--- config.mk ---
export PLATFORM = sky130hd
export DESIGN_NAME = imem_loader
export DESIGN_NICKNAME = d
export VERILOG_FILES = /design/src/rtl/imem_loader_pkg.sv /design/src/rtl/imem_loader_byte_assembler.sv /design/src/rtl/imem_loader.sv
export SDC_FILE = /design/constraint.sdc
export NUM_CORES = 1
export LEC_CHECK = 0
export CORE_MARGIN = 2
export CORE_UTILIZATION = 50
export CTS_BUF_LIST = sky130_fd_sc_hd__clkbuf_4 sky130_fd_sc_hd__clkbuf_8 sky130_fd_sc_hd__clkbuf_16
export DETAILED_ROUTE_END_ITERATION = 10
export PLACE_DENSITY = 0.8
export SYNTH_ARGS = -nofsm -noshare
export SYNTH_HDL_FRONTEND = slang
export SYNTH_HIERARCHICAL = 1
export SYNTH_SLANG_ARGS = --single-unit
--- constraint.sdc ---
create_clock -name clk -period 5.65 [get_ports clk]
set_input_delay 1.4125 -clock clk [delete_from_list [all_inputs] [get_ports clk]]
set_output_delay 1.4125 -clock clk [all_outputs]
set_load 0.005 [all_outputs]
--- src/rtl/imem_loader_pkg.sv ---
// Shared types and constants for the instruction-memory loader.
// Optional checksum stage is enabled by IMEM_LOADER_CHECKSUM_EN.
package imem_loader_pkg;

  localparam int unsigned BYTE_W      = 8;
  localparam int unsigned WORD_W      = 32;
  localparam int unsigned COUNT_BYTES = 4;
  localparam int unsigned WORD_BYTES  = 4;
  localparam int unsigned BCNT_W      = $clog2(WORD_BYTES);

  typedef enum logic [2:0] {
    ST_COUNT = 3'd0,
    ST_DATA  = 3'd1,
    ST_RUN   = 3'd2,
    ST_ERROR = 3'd3
`ifdef IMEM_LOADER_CHECKSUM_EN
    , ST_CHECK = 3'd4
`endif
  } state_e;

  // Byte address of payload word idx relative to base; wraps modulo 2^32.
  function automatic logic [WORD_W-1:0] word_addr(input logic [WORD_W-1:0] base,
                                                  input logic [WORD_W-1:0] idx);
    return base + WORD_W'(idx * WORD_BYTES);
  endfunction

endpackage

--- src/rtl/imem_loader_byte_assembler.sv ---
// Little-endian byte-to-word assembler; word_valid_c/word_c present the
// completed word combinationally in the cycle its last byte is accepted.
module byte_assembler
  import imem_loader_pkg::*;
(
  input  logic              clk,
  input  logic              reset,
  input  logic              byte_valid,
  input  logic [BYTE_W-1:0] byte_data,
  output logic              word_valid_c,
  output logic [WORD_W-1:0] word_c
);

  logic [WORD_W-1:0] shift_q;
  logic [BCNT_W-1:0] byte_cnt_q;

  // Newest byte enters at the top, so after four bytes the first sits in [7:0].
  assign word_c       = {byte_data, shift_q[WORD_W-1:BYTE_W]};
  assign word_valid_c = byte_valid && (byte_cnt_q == BCNT_W'(WORD_BYTES - 1));

  always_ff @(posedge clk or posedge reset) begin
    if (reset) begin
      shift_q    <= '0;
      byte_cnt_q <= '0;
    end else if (byte_valid) begin
      shift_q    <= word_c;
      byte_cnt_q <= byte_cnt_q + BCNT_W'(1);
    end
  end

endmodule

--- src/rtl/imem_loader.sv ---
// Boot loader: streams a length-prefixed image into instruction memory and
// holds the CPU in reset until loaded. Macro IMEM_LOADER_CHECKSUM_EN adds an XOR checksum byte.
module imem_loader
  import imem_loader_pkg::*;
#(
  parameter int unsigned       IMEM_WORDS = 1024,
  parameter logic [WORD_W-1:0] BASE_ADDR  = 32'h0000_0000
) (
  input  logic              clk,
  input  logic              reset,
  input  logic              rx_valid,
  input  logic [BYTE_W-1:0] rx_data,
  output logic              rx_ready,
  output logic              imem_we,
  output logic [WORD_W-1:0] imem_waddr,
  output logic [WORD_W-1:0] imem_wdata,
  output logic              cpu_reset,
  output logic              load_done,
  output logic              error
);

`ifdef IMEM_LOADER_CHECKSUM_EN
  localparam state_e ST_AFTER_DATA = ST_CHECK;
`else
  localparam state_e ST_AFTER_DATA = ST_RUN;
`endif

  state_e            state_q, state_d;
  logic [WORD_W-1:0] count_q, count_d;
  logic [WORD_W-1:0] widx_q, widx_d;
  logic              imem_we_d;
  logic [WORD_W-1:0] imem_waddr_d, imem_wdata_d;
  logic              rx_ready_d, cpu_reset_d, load_done_d, error_d;

  logic              accept;
  logic              asm_valid;
  logic              word_valid_c;
  logic [WORD_W-1:0] word_c;

  assign accept    = rx_valid && rx_ready;
  assign asm_valid = accept && (state_q == ST_COUNT || state_q == ST_DATA);

  // One assembler serves both the count field and the payload words.
  byte_assembler u_asm (
    .clk          (clk),
    .reset        (reset),
    .byte_valid   (asm_valid),
    .byte_data    (rx_data),
    .word_valid_c (word_valid_c),
    .word_c       (word_c)
  );

`ifdef IMEM_LOADER_CHECKSUM_EN
  logic [BYTE_W-1:0] csum_q, csum_d;

  always_ff @(posedge clk or posedge reset) begin
    if (reset) csum_q <= '0;
    else       csum_q <= csum_d;
  end
`endif

  // Next-state and next-output logic.
  always_comb begin
    state_d      = state_q;
    count_d      = count_q;
    widx_d       = widx_q;
    imem_we_d    = 1'b0;
    imem_waddr_d = imem_waddr;
    imem_wdata_d = imem_wdata;
`ifdef IMEM_LOADER_CHECKSUM_EN
    csum_d       = csum_q;
`endif

    case (state_q)
      ST_COUNT: begin
        if (word_valid_c) begin
          count_d = word_c;
          widx_d  = '0;
          if (word_c > WORD_W'(IMEM_WORDS)) state_d = ST_ERROR;
          else if (word_c == '0)            state_d = ST_AFTER_DATA;
          else                              state_d = ST_DATA;
        end
      end
      ST_DATA: begin
`ifdef IMEM_LOADER_CHECKSUM_EN
        if (accept) csum_d = csum_q ^ rx_data;
`endif
        if (word_valid_c) begin
          imem_we_d    = 1'b1;
          imem_waddr_d = word_addr(BASE_ADDR, widx_q);
          imem_wdata_d = word_c;
          widx_d       = widx_q + WORD_W'(1);
          if (widx_q == count_q - WORD_W'(1)) state_d = ST_AFTER_DATA;
        end
      end
`ifdef IMEM_LOADER_CHECKSUM_EN
      ST_CHECK: begin
        if (accept) state_d = (rx_data == csum_q) ? ST_RUN : ST_ERROR;
      end
`endif
      ST_RUN:   state_d = ST_RUN;
      ST_ERROR: state_d = ST_ERROR;
      default:  state_d = ST_ERROR;
    endcase

    rx_ready_d  = (state_d == ST_COUNT) || (state_d == ST_DATA)
`ifdef IMEM_LOADER_CHECKSUM_EN
                  || (state_d == ST_CHECK)
`endif
                  ;
    error_d     = (state_d == ST_ERROR);
    // CPU release follows the state by one cycle so the final write strobe
    // is still under cpu_reset when it commits.
    cpu_reset_d = (state_q != ST_RUN);
    load_done_d = (state_q == ST_RUN);
  end

  always_ff @(posedge clk or posedge reset) begin
    if (reset) begin
      state_q    <= ST_COUNT;
      count_q    <= '0;
      widx_q     <= '0;
      imem_we    <= 1'b0;
      imem_waddr <= '0;
      imem_wdata <= '0;
      rx_ready   <= 1'b1;
      cpu_reset  <= 1'b1;
      load_done  <= 1'b0;
      error      <= 1'b0;
    end else begin
      state_q    <= state_d;
      count_q    <= count_d;
      widx_q     <= widx_d;
      imem_we    <= imem_we_d;
      imem_waddr <= imem_waddr_d;
      imem_wdata <= imem_wdata_d;
      rx_ready   <= rx_ready_d;
      cpu_reset  <= cpu_reset_d;
      load_done  <= load_done_d;
      error      <= error_d;
    end
  end

endmodule

==> impl_metrics.env <==
export IMPL_grt_overflow=0
export IMPL_worstMarginPinSlew_ns=1.00
export IMPL_dpl_cell_area_um2=8600
export IMPL_hold_viol=0
export IMPL_p_sw_share_pct=23.2
export IMPL_yosys_area_top_type_share_pct=50.7
export IMPL_grt_max_degree=60
export IMPL_p_sw_mw=0.523
export IMPL_ir_drop_mv=0.204
export IMPL_crit_arrival_ns=4.51
export IMPL_start_kind="input port"
export IMPL_routabilityCongestion=0.863
export IMPL_wl_per_cell_um=18.7
export IMPL_drive_above_1_share_pct=22.7
export IMPL_cp_slowest_cell="or3b_2"
export IMPL_die_w_um=129
export IMPL_cts_resized=0
export IMPL_initial_core_util_pct=51.3
export IMPL_final_net_count=740
export IMPL_synth_seq_area_share_pct=51.4
export IMPL_dp_hpwl_um=12400
export IMPL_worst_slack_ns=1.49
export IMPL_max_slew_margin_pct=33.0
export IMPL_clock_sinks=160
export IMPL_grtUsageTotal_pct=22.6
export IMPL_postSynth_asyncResetShare_pct=100
export IMPL_area_delta_synth_final_pct=17.5
export IMPL_pre_cts_ws_ns=1.05
export IMPL_firstDrtPassIters=5
export IMPL_post_cts_setup_buffer_count=0
export IMPL_ys_top_cells_by_area="dfrtp_1, mux2_2, xnor2_1"
export IMPL_path_max_fanout=11
export IMPL_period_needed_ns=4.16
export IMPL_max_cap_violations=0
export IMPL_worstPathRequired_ns=6.00
export IMPL_outcome="finished, final reports clean"
export IMPL_drtIter0Drc=340
export IMPL_yosys_warnings=6
export IMPL_clock_path_buffers=2
export IMPL_powerDensity_nw_per_um2=246
export IMPL_post_synth_top_area_cell="dfrtp_1"
export IMPL_cp_end_kind="register"
export IMPL_setup_tns_ns=0
export IMPL_postLayoutCoreUtil_pct=60.2
export IMPL_path_cells="clkdlybuf4s50_1 > and3_1 > and2_1 > or3b_2 > nor3_1 > nand2_1 > nor3_1 > nand3_1 > xor2_1 > nor2_1"
export IMPL_fin_skew_ns=0.0146
export IMPL_holdBufCountCts=0
export IMPL_drc=0
export IMPL_critical_path_top_delay_family="simple AND/OR/NAND/NOR gates"
export IMPL_layout_common_cells="dfrtp_1, mux2_2, clkdlybuf4s50_1, nor2_1, nand2_1"
export IMPL_core_um2=15200
export IMPL_root_buffer="clkbuf_16"
export IMPL_cp_common_cell="nor3_1"
export IMPL_clkPwrFrac_pct=47.6
export IMPL_max_stage_delay_ns=0.59
export IMPL_cts_tree="done"
export IMPL_syn_inst=670
export IMPL_path_buf_inv=1
export IMPL_stdcell_count=927
export IMPL_critPathKind="in -> reg"
export IMPL_vias_per_cell=5.85
export IMPL_numCtsBuffers=17
export IMPL_h_tree_depth=4
export IMPL_vias=5422
export IMPL_post_place_cells=895
export IMPL_fmax_ghz=0.240
export IMPL_synth_main_ff_cell="dfrtp_1"
export IMPL_dieArea_um2=16600
export IMPL_antenna_found_initial=0
export IMPL_rsz0062_at_grt="no"
export IMPL_synth_edff_count=0
export IMPL_syn_area_um2=7790
export IMPL_ant_nets=0
export IMPL_drt_wl_total_um=17300
export IMPL_diodes=0
export IMPL_finalSetupViolCount=0
export IMPL_hold_path_class="reg -> reg"
export IMPL_fin_crit_sh_pct=73.6
export IMPL_insertion_delay_ns=0.44
export IMPL_p_comb_share_pct=1.5
export IMPL_clk_pin_slew_ns=0.06
export IMPL_intPower_mw=1.73
export IMPL_synth_seq_cells=160
export IMPL_power_share_sequential_pct=50.8
export IMPL_fp_dieH_um=129
export IMPL_leakage_nw=4.17
export IMPL_syn_avg_cell_area_um2=11.6
export IMPL_design_portCount=80
export IMPL_final_cell_area_um2=9160
export IMPL_port_buffers=77
export IMPL_final_common_cell="dfrtp_1"
export IMPL_ys_types=60
export IMPL_rows=45
export IMPL_nFillCells=1215
export IMPL_slew_violations=0
export IMPL_grt_pass1_vias=5427
export IMPL_grt_first_pass_wirelength_um=29200
## worst paths after layout
path | start | to | slack, ns | cells after the start
setup / recovery | rx_valid | widx_q[26] | 1.49 | 10
hold / removal | imem_waddr[15] | imem_waddr[15] | 0.50 | 1
setup reg to reg | state_q[1] | widx_q[26] | 2.18 | 10
hold reg to reg | imem_waddr[15] | imem_waddr[15] | 0.50 | 1
max in group asynchronous | reset | widx_q[25] | 3.17 | 3
min in group asynchronous | reset | imem_wdata[6] | 1.49 | 2
## per-stage QoR
stage / total power, mW / hold WS, ns
after floorplan: 1.19 / 0.445
after global placement: 1.20 / 0.458
after detailed placement: 1.20 / 0.495
after CTS: 2.28 / 0.509
after global routing: 2.33 / 0.518
final: 2.26 / 0.504
## power groups by stage
stage / logic, mW / registers (mW) / clock network [mW]
after CTS: 0.0371 / 1.15 / 1.10
after floorplan: 0.0239 / 1.17 / 0
after global placement: 0.0356 / 1.17 / 0
after global routing: 0.0413 / 1.15 / 1.15
final: 0.0349 / 1.15 / 1.07
after detailed placement: 0.0371 / 1.17 / 0
## cell type report
cell class | count | area [um^2] | share of cell area [%]
clock inverter | 14 | 126 | 1.38
tap | 188 | 235 | 2.57
clock buffer | 18 | 433 | 4.73
inverter | 10 | 40.0 | 0.437
sequential | 160 | 4010 | 43.8
timing repair buffer | 84 | 823 | 8.99
multi-input combinational | 453 | 3490 | 38.1
## logic make-up (layout without fill, tap and decap cells)
group	after synthesis	in the layout	share of synthesized area, %
AOI/OAI and AO/OA	54	54	4.54
xor gates and xnor gates	61	61	6.86
adders and majority gates	3	3	0.482
buffers and inverters	59	126	3.97
DFF	160	160	51.4
muxes	118	118	17.9
other	1	3	0.0481
and+or+nand+nor	214	214	14.8
## sequential cells by signal, indices dropped and copies added, names as in the netlist
register,count
cpu_reset,1
u_asm/shift_q,24
state_q,3
imem_waddr,30
rx_ready,1
imem_wdata,32
imem_we,1
error,1
count_q,32
u_asm/byte_cnt_q,2
widx_q,32
load_done,1
## synth_stat cells (7+ instances only)
cell type,number
o31ai_1,7
buf_4,10
nand3_1,19
and2_1,7
mux2_2,98
nand2_1,41
xor2_1,27
clkbuf_1,32
dfrtp_1,158
and4_1,7
o21ai_0,18
nor2_1,48
nor4_1,20
xnor2_1,34
nand4_1,8
nor3_1,18
inv_1,10
a21oi_1,8
mux2_4,18
## layer usage
| layer | up-vias | wire length [um] | part of all wire, % | track usage, % |
|---|---|---|---|---|
| met5 | - | 0 | 0 | 0 |
| met4 | 0 | 418 | 2.4 | 9.08 |
| met3 | 27 | 687 | 4.0 | 4.66 |
| met2 | 143 | 8350 | 48 | 35.2 |
| met1 | 2759 | 7870 | 45 | 31.3 |
| li1 | 2493 | - | - | - |
No activity file was read; power rests on OpenSTA's default activity.
